<file path="src/rtl/if_fetch_unit.sv">
// Instruction-fetch stage: PC register, direct-mapped instruction cache and
// single-line refill engine feeding the IF/ID pipeline register.
module if_fetch_unit #(
  parameter int          INDEX_BITS      = 4,
  parameter int          LINE_WORDS_LOG2 = 2,
  parameter logic [31:0] RESET_PC        = 32'h0000_0000
) (
  input  logic        clk,
  input  logic        rstn,
  input  logic        stall,
  input  logic        redirect_valid,
  input  logic [31:0] redirect_pc,
  output logic [31:0] pc_out,
  output logic [31:0] adder_out,
  output logic [31:0] instruction_out,
  output logic        hit,
  output logic        mem_req,
  output logic [31:0] mem_addr,
  input  logic        mem_ready,
  input  logic [31:0] mem_rdata
);

  localparam int LINES    = 1 << INDEX_BITS;
  localparam int WORDS    = 1 << LINE_WORDS_LOG2;
  localparam int IDX_LSB  = LINE_WORDS_LOG2 + 2;
  localparam int TAG_LSB  = IDX_LSB + INDEX_BITS;
  localparam int TAG_BITS = 32 - TAG_LSB;

  typedef enum logic {
    IDLE   = 1'b0,
    REFILL = 1'b1
  } state_t;

  state_t                       state_r;
  logic [31:0]                  pc_r;
  logic [LINE_WORDS_LOG2-1:0]   cnt_r;
  logic [INDEX_BITS-1:0]        ref_idx_r;
  logic [TAG_BITS-1:0]          ref_tag_r;
  logic                         mem_req_r;
  logic [31:0]                  mem_addr_r;
  logic [LINES-1:0]             valid_r;
  logic [TAG_BITS-1:0]          tag_r  [LINES];
  logic [31:0]                  data_r [LINES*WORDS];

  logic [LINE_WORDS_LOG2-1:0]   off_s;
  logic [INDEX_BITS-1:0]        idx_s;
  logic [TAG_BITS-1:0]          tag_s;
  logic                         lookup_hit_s;
  logic                         hit_s;
  logic                         last_beat_s;
  logic                         beat_s;

  assign off_s       = pc_r[IDX_LSB-1:2];
  assign idx_s       = pc_r[TAG_LSB-1:IDX_LSB];
  assign tag_s       = pc_r[31:TAG_LSB];
  assign last_beat_s = (cnt_r == {LINE_WORDS_LOG2{1'b1}});
  assign beat_s      = (state_r == REFILL) && mem_ready;

  // Cache lookup and fetch-valid qualification
  always_comb begin
    lookup_hit_s = 1'b0;
    hit_s        = 1'b0;
    if (state_r == IDLE && valid_r[idx_s] && tag_r[idx_s] == tag_s) begin
      lookup_hit_s = 1'b1;
    end else begin
      lookup_hit_s = 1'b0;
    end
    hit_s = lookup_hit_s && !stall && !redirect_valid;
  end

  // Output drive: instruction is forced to zero whenever it is not a capture
  always_comb begin
    instruction_out = 32'h0000_0000;
    if (hit_s) begin
      instruction_out = data_r[{idx_s, off_s}];
    end else begin
      instruction_out = 32'h0000_0000;
    end
  end

  assign hit       = hit_s;
  assign pc_out    = pc_r;
  assign adder_out = pc_r + 32'd4;
  assign mem_req   = mem_req_r;
  assign mem_addr  = mem_addr_r;

  // Program counter: redirect beats hit, otherwise hold
  always_ff @(posedge clk or negedge rstn) begin
    if (!rstn) begin
      pc_r <= RESET_PC;
    end else if (redirect_valid) begin
      pc_r <= redirect_pc & 32'hFFFF_FFFC;
    end else if (hit_s) begin
      pc_r <= pc_r + 32'd4;
    end else begin
      pc_r <= pc_r;
    end
  end

  // Refill FSM; a redirect never aborts an in-flight line
  always_ff @(posedge clk or negedge rstn) begin
    if (!rstn) begin
      state_r    <= IDLE;
      cnt_r      <= '0;
      ref_idx_r  <= '0;
      ref_tag_r  <= '0;
      mem_req_r  <= 1'b0;
      mem_addr_r <= 32'h0000_0000;
      valid_r    <= '0;
    end else begin
      case (state_r)
        IDLE: begin
          if (!lookup_hit_s && !redirect_valid) begin
            state_r    <= REFILL;
            cnt_r      <= '0;
            ref_idx_r  <= idx_s;
            ref_tag_r  <= tag_s;
            mem_req_r  <= 1'b1;
            mem_addr_r <= {pc_r[31:IDX_LSB], {IDX_LSB{1'b0}}};
          end
        end
        REFILL: begin
          if (mem_ready) begin
            cnt_r      <= cnt_r + LINE_WORDS_LOG2'(1);
            mem_addr_r <= mem_addr_r + 32'd4;
            if (last_beat_s) begin
              valid_r[ref_idx_r] <= 1'b1;
              state_r            <= IDLE;
              mem_req_r          <= 1'b0;
            end
          end
        end
        default: begin
          state_r   <= IDLE;
          mem_req_r <= 1'b0;
        end
      endcase
    end
  end

  // Tag and data arrays carry no reset; the valid bits guard them
  always_ff @(posedge clk) begin
    if (beat_s) begin
      data_r[{ref_idx_r, cnt_r}] <= mem_rdata;
      if (last_beat_s) begin
        tag_r[ref_idx_r] <= ref_tag_r;
      end
    end
  end

endmodule
</file>
<file path="config.mk">
export PLATFORM = sky130hd
export DESIGN_NAME = if_fetch_unit
export DESIGN_NICKNAME = d
export VERILOG_FILES = /design/src/rtl/if_fetch_unit.sv
export SDC_FILE = /design/constraint.sdc
export NUM_CORES = 2
export LEC_CHECK = 0
export CAP_MARGIN = 20
export CORE_AREA = 5 5 339 507
export CTS_BUF_LIST = sky130_fd_sc_hd__clkbuf_16
export DETAILED_ROUTE_END_ITERATION = 8
export DIE_AREA = 0 0 344 512
export PLACE_DENSITY = 0.88
export SLEW_MARGIN = 10
export SYNTH_ARGS = -nofsm -noshare
export SYNTH_HDL_FRONTEND = slang
export SYNTH_SLANG_ARGS = --single-unit
</file>
<file path="constraint.sdc">
create_clock -name clk -period 5.4 [get_ports clk]
set_input_delay 0.54 -clock clk [delete_from_list [all_inputs] [get_ports clk]]
set_output_delay 0.54 -clock clk [all_outputs]
set_load 0.01 [all_outputs]
</file>
* Word-level counts from Yosys, hierarchy flattened
Memories as Yosys holds them, arrays and structs flattened.
Index checks and enable logic that the tools add are counted.
** Cells by class
- Add/subtract/negate cells :: 3
- Multipliers :: 0
- Divide/modulo/power cells :: 0
- Order comparisons :: 3
- Equal/unequal tests :: 5
- Shift operators :: 0
- Muxes and demuxes :: 27
- Bitwise gates (word level) :: 2
- Reductions and logical operators :: 15
** Operators with widths (number)
- $mux 32 :: 5
- $add 32x3->32 const B :: 2
- $pmux 32 s2 :: 1
- $eq 24x24->1 :: 1
- $or 16x16->16 :: 1
- $mux 1 :: 14
- $lt 4x5->1 const B :: 2
- $logic_and 1x1->1 :: 7
- $reduce_and 3->1 :: 2
- $bmux 1 s4 :: 1
- $demux 1 s4 :: 1
- $ge 4x1->1 const B :: 1
- $mux 2 :: 2
- $ne 2x1->1 const B :: 2
- $pmux 1 s2 :: 2
- $pmux 2 s2 :: 1
- $reduce_and 2->1 :: 2
- $logic_not 1->1 :: 3
- $add 2x1->2 const B :: 1
- $eq 2x2->1 const B :: 1
- $ne 2x2->1 const B :: 1
- $reduce_bool 2->1 :: 1
- $not 1->1 :: 1
** Word-level totals
- Register bits after elaboration :: 112
- Latch bits :: 0
- RAM bits :: 2432
- Memory bits (read-only) :: 0
- Bits of input ports :: 69
- Word-level logic and storage cells :: 65
- Memories :: 2
** Memory list
- data_r :: words 64, width 32, read ports 1, clocked after Yosys merged registers in 0, wr ports 1, line 43 : logic [31:0] data_r [LINES*WORDS];
- tag_r :: words 16, width 24, read ports 1, clocked after Yosys merged registers in 0, wr ports 1, line 42 : logic [TAG_BITS-1:0] tag_r [LINES];

* Depth between registers and ports, before layout
- Depth after elaboration :: 9
- Mapped depth :: 16
- Mapped depth without buffers :: 10

* Worst setup path after synthesis
No wires, ideal clock.
- Path kind :: reg2out
- Start point :: reg pc_r[2] (netlist: pc_out[2])
- End point :: out instruction_out[0]
- Arrival :: 3148 ps
- Setup slack :: 1712 ps
- Cell stages (with the launch flop) :: 8
- Cell sequence :: dfrtp_1 clkbuf_1 buf_2 buf_1 mux4_2 mux4_2 mux4_2 nor2b_1
** On the way
- Cells in the longest elaborated chain, start to end :: 2
** RTL lines
- start, declared :: line 35 : logic [31:0] pc_r;
- start signal, assigned :: line 92 : pc_r <= redirect_pc & 32'hFFFF_FFFC;
- start signal, assigned :: line 94 : pc_r <= pc_r + 32'd4;
- start signal, assigned :: line 96 : pc_r <= pc_r;
- $mem_v2 64x32
- $mux 32 :: line 74 : if (hit_s) begin
- end, declared :: line 15 : output logic [31:0] instruction_out,
Every way passes these cells.

* Worst setup path after layout
- Start point :: reg pc_r[4] (netlist: pc_out[4])
- End point :: out instruction_out[20]
** On the way
- Cells in the longest elaborated chain, start to end :: 8
- Elaborated cells on any way between the ends :: 11
- Those cells by class :: eq/ne (1); mux (4); reduce/logical (4); memory (2)
** RTL lines (line)
- branches (longest 7 deep; another with $mem_v2 16x24)
- $mux 32 (*) :: 74
Every way passes the cells marked *. The select of a mux whose other input is x is not followed.

==> impl_metrics.json <==
{
  "post-dp-hpwl_mm": 164.3,
  "start_util_pct": 59.51,
  "maxCapViolCount": 0,
  "synth_top_area_share_pct": 73.53,
  "first_iter_violations": 9879,
  "grt_use_total_pct": 36.10,
  "worst_slew_pin_slew_ns": 1.199,
  "grt_pass1_vias": 54910,
  "ff_latch_area_sq_um": 75750,
  "route.detailed.drc": 0,
  "cp_max_fo": 17,
  "synth_edf_count": 2432,
  "wl_per_cell_um": 43.81,
  "die-area_sq_um": 176100,
  "syn_area_sq_um": 99320,
  "placed_cells": 6783,
  "synth_most_common_cell": "edfxtp_1",
  "rr_worst_depth": 11,
  "setup_viol": 1,
  "place_congestion": 0.9097,
  "viasPerCell": 7.533,
  "slew_viol_final": 0,
  "clk_pin_slew_ns": 0.07,
  "rsz0062_at_grt": "yes",
  "die_y_um": 512,
  "synth_seq_cells": 2540,
  "r2r-start": "pc_out[4]",
  "dr.pass1.iters": 8,
  "dp_slack_ns": 0.4648,
  "synth_cells": 4421,
  "vias": 54600,
  "leakage_nw": 36.32,
  "r2r_setup_slack_ns": 1.17,
  "fin_worst_skew_ns": 0.04530,
  "setup_tns_ns": -0.09384,
  "cp-end-kind": "output port",
  "path_class": "flop to output port",
  "ys_warn_count": 0,
  "yosysTopAreaCell": "edfxtp_1",
  "async_reset_ff_share_pct": 4.252,
  "ys_seq_area_share_pct": 76.25,
  "rr_endpoint": "mem_addr[21]",
  "hold_start": "mem_rdata[23]",
  "crit_end": "instruction_out[20]",
  "core_area_sq_um": 166900,
  "grt_max_degree": 129,
  "synth.avg_cell_area_sq_um": 22.47,
  "grt_overflow": 0,
  "p_per_area_nw_per_um2": 399.6,
  "fmax_mhz": 182.0,
  "routed_wl_mm": 317.6,
  "finalCriticalPeriod_ns": 5.494,
  "hold_ws_ns": 0.05194,
  "h-tree-depth": 4,
  "ir_drop_mv": 0.3762,
  "num_rows": 184,
  "numCtsBuffers": 211,
  "status": "finished with violations",
  "layout-drive-gt1-share_pct": 29.71,
  "multiInputGateArea_sq_um": 22980,
  "grt_pass1_wl_mm": 435.6,
  "cp.arrival_ns": 4.95,
  "die_w_um": 344,
  "synth.area.top_cells": "edfxtp_1, mux4_2, dfrtp_1",
  "min_path_type": "input port to flop",
  "cts_tree": "yes",
  "postLayoutSetupSlackWorst_ns": -0.09384,
  "final_antenna_net_count": 0,
  "port_buffers": 190,
  "synth_cell_type_count": 74,
  "slew_headroom_pct": 19.84,
  "ios": 199,
  "area_growth_pct": 13.71,
  "finalHoldViolCount": 0,
  "period_share_pct": 101.7,
  "cts_root_buffer": "clkbuf_16",
  "antenna_found_initial": 41,
  "critPathLaunch": "pc_out[4]",
  "clock-sinks": 2540,
  "cts_buffer_depth": 3,
  "critPathRequiredTime_ns": 4.86,
  "nets": 4878,
  "violations": "setup timing",
  "clock_latency_ns": 0.89,
  "cp-start-kind": "flop",
  "final_cells": 7249,
  "ys.flop_type": "edfxtp_1",
  "fillers": 9259,
  "ys_top_cells_by_count": "edfxtp_1, mux4_2, clkbuf_1, mux2i_1, nor2_1"
}
==> cells in the final DEF, fill, tap and decap left out, types with 28 or more instances in the layout <==
master and count:
edfxtp_1 2432, mux4_2 726, clkbuf_16 213, buf_4 163, clkdlybuf4s50_1 126, mux2i_1 119
dfrtp_1 102, nand2_1 97, nor2_4 65, buf_12 59, inv_1 53, xnor2_1 51
nor2_1 49, nand3_1 48, a22oi_1 48, clkinv_2 47, clkinv_1 46, nor2b_1 46
buf_2 32, dlymetal6s2s_1 29, diode_2 28, mux2_2 28
==> logic make-up after synthesis <==
| logic type | count (synthesis) | synth area share [%] |
|---|---|---|
| DFF | 2540 | 76.25 |
| muxes | 878 | 18.03 |
| and+or+nand+nor | 477 | 2.473 |
| adders and majority gates | 3 | 0.03780 |
| other | 1 | 0.003776 |
| xor gates and xnor gates | 62 | 0.5467 |
| AOI/OAI and AO/OA | 178 | 1.371 |
| buffers and inverters | 282 | 1.290 |
==> metal layers <==
metal / wire, um / share of wire [%] / track usage (%) / vias to the layer above
met1: 88610 / 28 / 41.63 / 27380
met5: 180 / 0.057 / 0 / -
li1: - / - / - / 19450
met3: 44960 / 14 / 11.07 / 1628
met4: 28690 / 9.0 / 25.72 / 26
met2: 155200 / 49 / 57.72 / 6117
==> critical path, cell delays in order (launching register included) <==
cell	delay [ns]
dfrtp_4	0.45
buf_4	0.13
buf_12	0.18
mux4_2	0.54
mux2i_1	0.23
mux2i_2	0.19
xnor2_1	0.20
a211o_1	0.30
a211oi_2	0.25
o2111ai_4	0.17
buf_4	0.21
or3_4	0.48
nor2b_1	0.16
clkdlybuf4s50_1	0.54
==> repair_timing <==
action                                  CTS  global route
hold endpoints to repair                 42             0
resized for setup                        16            47
buffers inserted                          9            22
gates cloned                              0             2
endpoints found under the setup margin   37            36
pin swaps                                 0            10
hold buffers                              1             0
==> final cells by class <==
class                      count  share of cell area [%]
clock buffer                 213                   4.720
tap                         2232                   2.473
timing repair buffer         420                   3.833
multi-input combinational   1606                   20.35
sequential                  2540                   67.07
antenna                       28                 0.06204
inverter                      27                 0.09417
clock inverter               183                   1.393
==> worst min-delay path by stage <==
stage / cells after the start / slack (ns) / endpoint
4_1_cts: 3 / 0.19 / pc_out[11]
3_5_place_dp: 1 / 0.45 / valid_r[13]
2_1_floorplan: 0 / 0.24 / cnt_r[0]
6_report: 1 / 0.05 / data_r[34][23]
5_1_grt: 1 / 0.03 / data_r[35][20]
3_3_place_gp: 1 / 0.45 / valid_r[9]
==> metrics by stage <==
stage / utilization, % / area [sq um] / power (mW)
finish: 67.66 / 112900 / 45.13
floorplan: - / 99340 / 26.72
detailed placement: 63.06 / 105300 / 29.29
CTS: 67.31 / 112300 / 44.75
global route: 67.64 / 112900 / 46.14
global placement: 63.06 / 105300 / 28.89
==> sequential cells by signal, indices dropped and copies added, names as in the netlist <==
signal and flops:
tag_r 384, state_r 1, mem_addr 30, mem_req 1, pc_out 30, data_r 2048, ref_tag_r 24, valid_r 16
cnt_r 2, ref_idx_r 4
==> power by group <==
| group | switching, mW | internal (mW) | leakage, nW | total [mW] |
|---|---|---|---|---|
| Sequential | 0.971 | 22.7 | 23.1 | 23.7 |
| Clock | 7.52 | 8.21 | 3.46 | 15.7 |
| Combinational | 3.37 | 2.32 | 9.79 | 5.69 |
| Total | 11.9 | 33.3 | 36.3 | 45.1 |
Power figures use the tool's default switching activity.
